$ cat config.mk
export PLATFORM = sky130hd
export DESIGN_NAME = bird_tally_flat
export DESIGN_NICKNAME = d
export VERILOG_FILES = /design/src/rtl/bird_tally_if.sv /design/src/rtl/bird_tally.sv /design/src/flat_wrapper.sv
export SDC_FILE = /design/constraint.sdc
export NUM_CORES = 1
export LEC_CHECK = 0
export CAP_MARGIN = 20
export CORE_ASPECT_RATIO = 0.75
export CORE_MARGIN = 4
export CORE_UTILIZATION = 30
export DETAILED_ROUTE_END_ITERATION = 12
export SLEW_MARGIN = 0
export SYNTH_ARGS = -nofsm -noshare
export SYNTH_HDL_FRONTEND = slang
export SYNTH_SLANG_ARGS = --single-unit
$ cat constraint.sdc
create_clock -name clk -period 4.8 [get_ports clk]
set_input_delay 0.96 -clock clk [delete_from_list [all_inputs] [get_ports clk]]
set_output_delay 0.96 -clock clk [all_outputs]
set_load 0.1 [all_outputs]
$ cat src/rtl/bird_tally_if.sv
// Signal bundle between the movement/firing FSMs, bird_tally and the display path.
// master drives the bird-event strobes; slave (bird_tally) drives the tallies and score digits.
interface bird_tally_if #(
    parameter int SCORE_W = 14
);
    logic               leave;
    logic               escape;
    logic               is_shot;
    logic [9:0]         birds;
    logic [3:0]         birds_hit;
    logic [3:0]         birds_lost;
    logic [SCORE_W-1:0] score;
    logic [3:0]         score_ones;
    logic [3:0]         score_tens;
    logic [3:0]         score_hundreds;
    logic [3:0]         score_thousands;
    logic               bcd_valid;
    logic [3:0]         round;
    logic               game_over;

    modport master (
        output leave, escape, is_shot,
        input  birds, birds_hit, birds_lost, score,
        input  score_ones, score_tens, score_hundreds, score_thousands,
        input  bcd_valid, round, game_over
    );

    modport slave (
        input  leave, escape, is_shot,
        output birds, birds_hit, birds_lost, score,
        output score_ones, score_tens, score_hundreds, score_thousands,
        output bcd_valid, round, game_over
    );
endinterface

$ cat src/rtl/bird_tally.sv
// Per-bird result bookkeeping: tallies, slot mask, score, round, game-over, plus an
// iterative double-dabble score-to-BCD converter. Optional macro PERFECT_BONUS_EN adds a perfect-round bonus.
module bird_tally #(
    parameter int BIRDS_PER_ROUND = 10,
    parameter int HIT_POINTS      = 50,
    parameter int ESCAPE_PENALTY  = 10,
    parameter int SCORE_W         = 14,
    parameter int MAX_SCORE       = 9999
) (
    input logic       clk,
    input logic       reset,
    bird_tally_if.slave bus
);
    localparam int CNT_W = $clog2(SCORE_W);
    localparam int SUM_W = SCORE_W + 11;

    typedef enum logic [1:0] {IDLE, SHIFT, DONE} bcd_state_t;

    function automatic logic [SCORE_W-1:0] sat_add(input logic [SCORE_W-1:0] a, input int unsigned b);
        logic [SUM_W-1:0] s;
        s = SUM_W'(a) + SUM_W'(b);
        if (s > SUM_W'(MAX_SCORE))
            return SCORE_W'(MAX_SCORE);
        return s[SCORE_W-1:0];
    endfunction

    logic               leave_q_reg;
    logic [9:0]         birds_reg, birds_next;
    logic [3:0]         hit_reg, hit_next;
    logic [3:0]         lost_reg, lost_next;
    logic [3:0]         round_reg, round_next;
    logic [SCORE_W-1:0] score_reg, score_next;
    logic               game_over_reg, game_over_next;
    logic [4:0]         total_next;
    logic               evt;

    always_comb begin
        birds_next     = birds_reg;
        hit_next       = hit_reg;
        lost_next      = lost_reg;
        round_next     = round_reg;
        score_next     = score_reg;
        game_over_next = game_over_reg;
        total_next     = 5'd0;
        evt            = bus.leave & ~leave_q_reg & ~game_over_reg;

        // Events with neither qualifier leave everything untouched, including the round-end check.
        if (evt && (bus.escape || bus.is_shot)) begin
            if (bus.escape) begin
                lost_next  = lost_reg + 4'd1;
                score_next = (score_reg < SCORE_W'(ESCAPE_PENALTY)) ? '0
                                                                    : score_reg - SCORE_W'(ESCAPE_PENALTY);
            end else begin
                birds_next = birds_reg & ~(10'd1 << (hit_reg + lost_reg));
                hit_next   = hit_reg + 4'd1;
                score_next = sat_add(score_reg, HIT_POINTS);
            end

            total_next = {1'b0, hit_next} + {1'b0, lost_next};
            if (total_next == 5'(BIRDS_PER_ROUND)) begin
                if (hit_next >= lost_next) begin
`ifdef PERFECT_BONUS_EN
                    if (lost_next == 4'd0)
                        score_next = sat_add(score_next, 500);
`endif
                    birds_next = 10'h3FF;
                    hit_next   = 4'd0;
                    lost_next  = 4'd0;
                    if (round_reg != 4'hF)
                        round_next = round_reg + 4'd1;
                end else begin
                    game_over_next = 1'b1;
                end
            end
        end
    end

    always_ff @(posedge clk or posedge reset) begin
        if (reset) begin
            leave_q_reg   <= 1'b0;
            birds_reg     <= 10'h3FF;
            hit_reg       <= 4'd0;
            lost_reg      <= 4'd0;
            round_reg     <= 4'd0;
            score_reg     <= '0;
            game_over_reg <= 1'b0;
        end else begin
            leave_q_reg   <= bus.leave;
            birds_reg     <= birds_next;
            hit_reg       <= hit_next;
            lost_reg      <= lost_next;
            round_reg     <= round_next;
            score_reg     <= score_next;
            game_over_reg <= game_over_next;
        end
    end

    bcd_state_t         state_reg;
    logic [SCORE_W-1:0] src_reg;
    logic [SCORE_W-1:0] shift_reg;
    logic [15:0]        scratch_reg;
    logic [15:0]        digits_reg;
    logic [CNT_W-1:0]   count_reg;
    logic               valid_reg;
    logic [15:0]        adj;

    generate
        for (genvar gi = 0; gi < 4; gi++) begin : g_adj
            assign adj[gi*4 +: 4] = (scratch_reg[gi*4 +: 4] >= 4'd5) ? scratch_reg[gi*4 +: 4] + 4'd3
                                                                     : scratch_reg[gi*4 +: 4];
        end
    endgenerate

    // src_reg holds the score under conversion; any difference from score_reg acts as the pending flag.
    always_ff @(posedge clk or posedge reset) begin
        if (reset) begin
            state_reg   <= IDLE;
            src_reg     <= '0;
            shift_reg   <= '0;
            scratch_reg <= 16'd0;
            digits_reg  <= 16'd0;
            count_reg   <= '0;
            valid_reg   <= 1'b1;
        end else begin
            case (state_reg)
                IDLE: begin
                    if (score_reg != src_reg) begin
                        src_reg     <= score_reg;
                        shift_reg   <= score_reg;
                        scratch_reg <= 16'd0;
                        count_reg   <= '0;
                        valid_reg   <= 1'b0;
                        state_reg   <= SHIFT;
                    end
                end
                SHIFT: begin
                    scratch_reg <= {adj[14:0], shift_reg[SCORE_W-1]};
                    shift_reg   <= {shift_reg[SCORE_W-2:0], 1'b0};
                    count_reg   <= count_reg + 1'b1;
                    if (count_reg == CNT_W'(SCORE_W - 1))
                        state_reg <= DONE;
                end
                DONE: begin
                    digits_reg <= scratch_reg;
                    if (score_reg != src_reg) begin
                        src_reg     <= score_reg;
                        shift_reg   <= score_reg;
                        scratch_reg <= 16'd0;
                        count_reg   <= '0;
                        state_reg   <= SHIFT;
                    end else begin
                        valid_reg <= 1'b1;
                        state_reg <= IDLE;
                    end
                end
                default: state_reg <= IDLE;
            endcase
        end
    end

    assign bus.birds           = birds_reg;
    assign bus.birds_hit       = hit_reg;
    assign bus.birds_lost      = lost_reg;
    assign bus.score           = score_reg;
    assign bus.round           = round_reg;
    assign bus.game_over       = game_over_reg;
    assign bus.score_ones      = digits_reg[3:0];
    assign bus.score_tens      = digits_reg[7:4];
    assign bus.score_hundreds  = digits_reg[11:8];
    assign bus.score_thousands = digits_reg[15:12];
    assign bus.bcd_valid       = valid_reg;
endmodule

$ cat src/flat_wrapper.sv
// flat-port wrapper written by rule: the top's interface ports become plain ports
module bird_tally_flat 
#(
    parameter int BIRDS_PER_ROUND = 10,
    parameter int HIT_POINTS      = 50,
    parameter int ESCAPE_PENALTY  = 10,
    parameter int SCORE_W         = 14,
    parameter int MAX_SCORE       = 9999
)
  (clk, reset, bus_leave, bus_escape, bus_is_shot, bus_birds, bus_birds_hit, bus_birds_lost, bus_score, bus_score_ones, bus_score_tens, bus_score_hundreds, bus_score_thousands, bus_bcd_valid, bus_round, bus_game_over);
  bird_tally_if #(.SCORE_W(SCORE_W)) bus_i ();
  input logic clk;
  input logic reset;
  input wire logic [$bits(bus_i.leave)-1:0] bus_leave;
  input wire logic [$bits(bus_i.escape)-1:0] bus_escape;
  input wire logic [$bits(bus_i.is_shot)-1:0] bus_is_shot;
  output wire logic [$bits(bus_i.birds)-1:0] bus_birds;
  output wire logic [$bits(bus_i.birds_hit)-1:0] bus_birds_hit;
  output wire logic [$bits(bus_i.birds_lost)-1:0] bus_birds_lost;
  output wire logic [$bits(bus_i.score)-1:0] bus_score;
  output wire logic [$bits(bus_i.score_ones)-1:0] bus_score_ones;
  output wire logic [$bits(bus_i.score_tens)-1:0] bus_score_tens;
  output wire logic [$bits(bus_i.score_hundreds)-1:0] bus_score_hundreds;
  output wire logic [$bits(bus_i.score_thousands)-1:0] bus_score_thousands;
  output wire logic [$bits(bus_i.bcd_valid)-1:0] bus_bcd_valid;
  output wire logic [$bits(bus_i.round)-1:0] bus_round;
  output wire logic [$bits(bus_i.game_over)-1:0] bus_game_over;
  assign bus_i.leave = bus_leave;
  assign bus_i.escape = bus_escape;
  assign bus_i.is_shot = bus_is_shot;
  assign bus_birds = bus_i.birds;
  assign bus_birds_hit = bus_i.birds_hit;
  assign bus_birds_lost = bus_i.birds_lost;
  assign bus_score = bus_i.score;
  assign bus_score_ones = bus_i.score_ones;
  assign bus_score_tens = bus_i.score_tens;
  assign bus_score_hundreds = bus_i.score_hundreds;
  assign bus_score_thousands = bus_i.score_thousands;
  assign bus_bcd_valid = bus_i.bcd_valid;
  assign bus_round = bus_i.round;
  assign bus_game_over = bus_i.game_over;
  bird_tally #(.BIRDS_PER_ROUND(BIRDS_PER_ROUND), .HIT_POINTS(HIT_POINTS), .ESCAPE_PENALTY(ESCAPE_PENALTY), .SCORE_W(SCORE_W), .MAX_SCORE(MAX_SCORE)) u_core (.clk(clk), .reset(reset), .bus(bus_i));
endmodule
==> metrics.md <==
| Metric | Value |
|---|---|
| Cell taking the most area after synthesis | dfrtp_1 |
| Ranking of synthesized cells by area | dfrtp_1 (39%), ha_1 (5.2%), dfstp_2 (4.8%) |
| Post-Synthesis Cell Area | 0.00600 mm² |
| Worst-path maximum fanout | 12 |
| CP endpoint kind | flip-flop |
| H-tree depth | 3 |
| Number of gates resized after CTS | 0 |
| Max Fclk | 254 MHz |
| # hold bufs at CTS | 0 |
| # IOs | 59 |
| RePlAce Congestion | 0.860 |
| Yosys cell types | 71 |
| DRT iter0 DRCs | 371 |
| Worst Path Arrival | 4.18 ns |
| Num Clock Sinks | 105 |
| Initial Utilization | 30.8% |
| Worst R2R Setup Slack | 1.49 ns |
| Worst Path Buf+Inv | 2 |
| First-pass GRT wire length | 23300 µm |
| Routed WL per cell | 15.5 µm |
| Seq/Total Area, Yosys | 44.0% |
| Non-Filler Instances | 910 |
| Slew @ Worst Pin | 1.01 ns |
| Post-CTS setup buffers | 0 |
| Die H | 130 µm |
| Max_cap viols | 0 |
| Largest delay share family, worst path | compound AO/OA/AOI/OAI gates |
| CTS tree | built |
| Die width | 171 µm |
| Status | complete, no violations |
| Slew Limit Fails | 0 |
| #FFs+latches synth | 105 |
| Longest Clk Path Bufs | 2 |
| Vias in the first global route | 4267 |
| Finish-stage setup viols | 0 |
| RSZ-0062 raised after global routing | false |
| Most frequent cell after synthesis | dfrtp_1 |
| Cell breakdown of the critical path | clkdlybuf4s50_1 -> mux2i_1 -> inv_1 -> ha_1 -> o21ai_1 -> a2111oi_2 -> o2111ai_1 -> a311oi_2 -> mux2_2 |
| DP HPWL | 9710 µm |
| Num CTS Buffers | 9 |
| R2R Path Start | u_core.bus.birds_lost[0] |
| EDFF count, synth | 0 |
| Final TNS setup | 0 ns |
| Yosys top cell area share | 39.2% |
| End of the worst register-to-register path | u_core.bus.round[1] |
| Grt total ovfl | 0 |
| Worst path required time | 5.04 ns |
| CP peak stage delay | 0.78 ns |
| Drt drc | 0 |
| Mapped Cells | 614 |
| Crit path from | bus_escape |
| Critical-path top delay cell | clkdlybuf4s50_1 |
| Stages on worst setup path | 9 |
| Initial antenna violation count | 0 |
| Synth Area per Inst | 9.77 µm² |
| Tmin final | 3.94 ns |
| R2r worst-path depth | 9 |
| Routed Antenna Nets | 0 |
| Final hold slack | 0.480 ns |
| Syn. warnings | 0 |
| Net Count, Synth | 646 |
| Layout area overhead | 18.7% |
| Vias | 4662 |
| Clock Latency Late Sink | 0.35 ns |
| DR vias/cell | 5.12 |
| Die area | 0.0224 mm² |
| Startpoint types | input pin |
| Crit path capture | u_core.bus.round[1] |
| Hold WC Path Type | flip-flop to flip-flop |
| Final Cycle Share | 82.1% |
| Crit path kind | input pin to flip-flop |
| Largest net degree at the start of global routing | 81 |
| # port buffers | 58 |
| Number of fill cells in the layout | 1968 |
| Slew Limit Headroom | 32.6% |
| Worst-path clk slew | 0.07 ns |
| Final wirelength | 14100 µm |
| DR pass1 iterations | 4 |
| Post-placement cell count | 891 |
| Share of post-route cells with drive strength above 1 | 11.1% |
| Post-synth top flop | dfrtp_1 |
| Antenna diodes | 0 |
| Synth cell count leaders | dfrtp_1 (94), nand2_1 (50), o21ai_0 (45) |
| Nets@finish | 684 |
| Hold Vio Cnt, Final | 0 |
| Root Buffer | clkbuf_16 |
| Clock Skew | 0.0109 ns |
| Core ar. | 0.0195 mm² |
| Row cnt | 44 |
| Fraction of registers with async set/reset | 100% |
| Total global-route track usage | 12.9% |
-- worst register-to-register path: stages, from the launching register on --
cell	delay (ns)
dfrtp_1	0.57
ha_1	0.30
mux2i_1	0.34
inv_1	0.09
ha_1	0.30
o21ai_1	0.09
a2111oi_2	0.42
o2111ai_1	0.35
a311oi_2	0.37
mux2_2	0.37
-- cells in the final DEF (no fill, tap or decap), types with 7 or more instances in the layout --
master / Yosys / routed
dfstp_2: 11 / 11
nor4_1: 7 / 7
clkbuf_16: 0 / 9
o22ai_1: 14 / 14
xnor2_1: 9 / 9
nor2_1: 37 / 37
nor3_1: 10 / 10
ha_1: 25 / 25
clkdlybuf4s50_1: 0 / 58
mux2i_1: 16 / 16
nand2b_1: 10 / 10
nand3_1: 16 / 16
o21ai_0: 45 / 44
o31ai_1: 10 / 10
mux2_2: 23 / 23
dfrtp_1: 94 / 94
nand2_1: 50 / 50
inv_1: 32 / 31
a21oi_1: 38 / 38
buf_4: 3 / 7
xor2_1: 24 / 24
-- stage by stage --
| stage | util (%) | cell area (µm²) | worst slack [ns] |
|---|---|---|---|
| floorplan | - | 6000 | 0.977 |
| global placement | 34.8 | 6780 | 0.544 |
| detailed placement | 34.8 | 6780 | 0.482 |
| CTS | 36.2 | 7050 | 0.845 |
| global route | 36.5 | 7120 | 0.541 |
| finish | 36.5 | 7120 | 0.858 |
-- layer usage --
layer / up-vias / track usage, % / part of all wire, %
met1: 2255 / 20.4 / 53
li1: 2282 / - / -
met2: 112 / 17.7 / 41
met3: 13 / 2.17 / 4.9
met5: - / 0 / 0
met4: 0 / 4.01 / 1.4
-- worst min-delay path by stage --
| stage | from | endpoint | cells after the start |
|---|---|---|---|
| 6_report | u_core.bus.birds[3] | u_core.bus.birds[3] | 2 |
| 5_1_grt | u_core.bus.birds[7] | u_core.bus.birds[7] | 2 |
| 4_1_cts | u_core.bus.birds[7] | u_core.bus.birds[7] | 2 |
| 3_5_place_dp | u_core.bus.birds[7] | u_core.bus.birds[7] | 2 |
| 3_3_place_gp | u_core.bus.birds[7] | u_core.bus.birds[7] | 2 |
| 2_1_floorplan | u_core.shift_reg[13] | u_core.scratch_reg[0] | 2 |
-- logic make-up after synthesis --
group	after synthesis	synth area share (%)
XOR/XNOR	33	4.82
AO/OA/AOI/OAI	170	19.5
buffers and inverters	74	5.03
adder cells (fa/ha/maj)	27	5.88
flip-flops	105	44.0
multiplexers	40	7.24
AND/OR/NAND/NOR	165	13.5
-- area by class of cell --
| cell class | count | area, µm² | area share [%] |
|---|---|---|---|
| well taps | 253 | 317 | 4.45 |
| repair buffers | 68 | 703 | 9.88 |
| inverters | 33 | 126 | 1.77 |
| multi-input cells | 435 | 3060 | 43.0 |
| flip-flops and latches | 105 | 2640 | 37.1 |
| clock inverters | 5 | 40.0 | 0.562 |
| clock buffers | 11 | 233 | 3.27 |
Power is left out: the tool's default activity adds up to more than one toggle a clock period on the data nets, which glitch-free logic cannot reach.
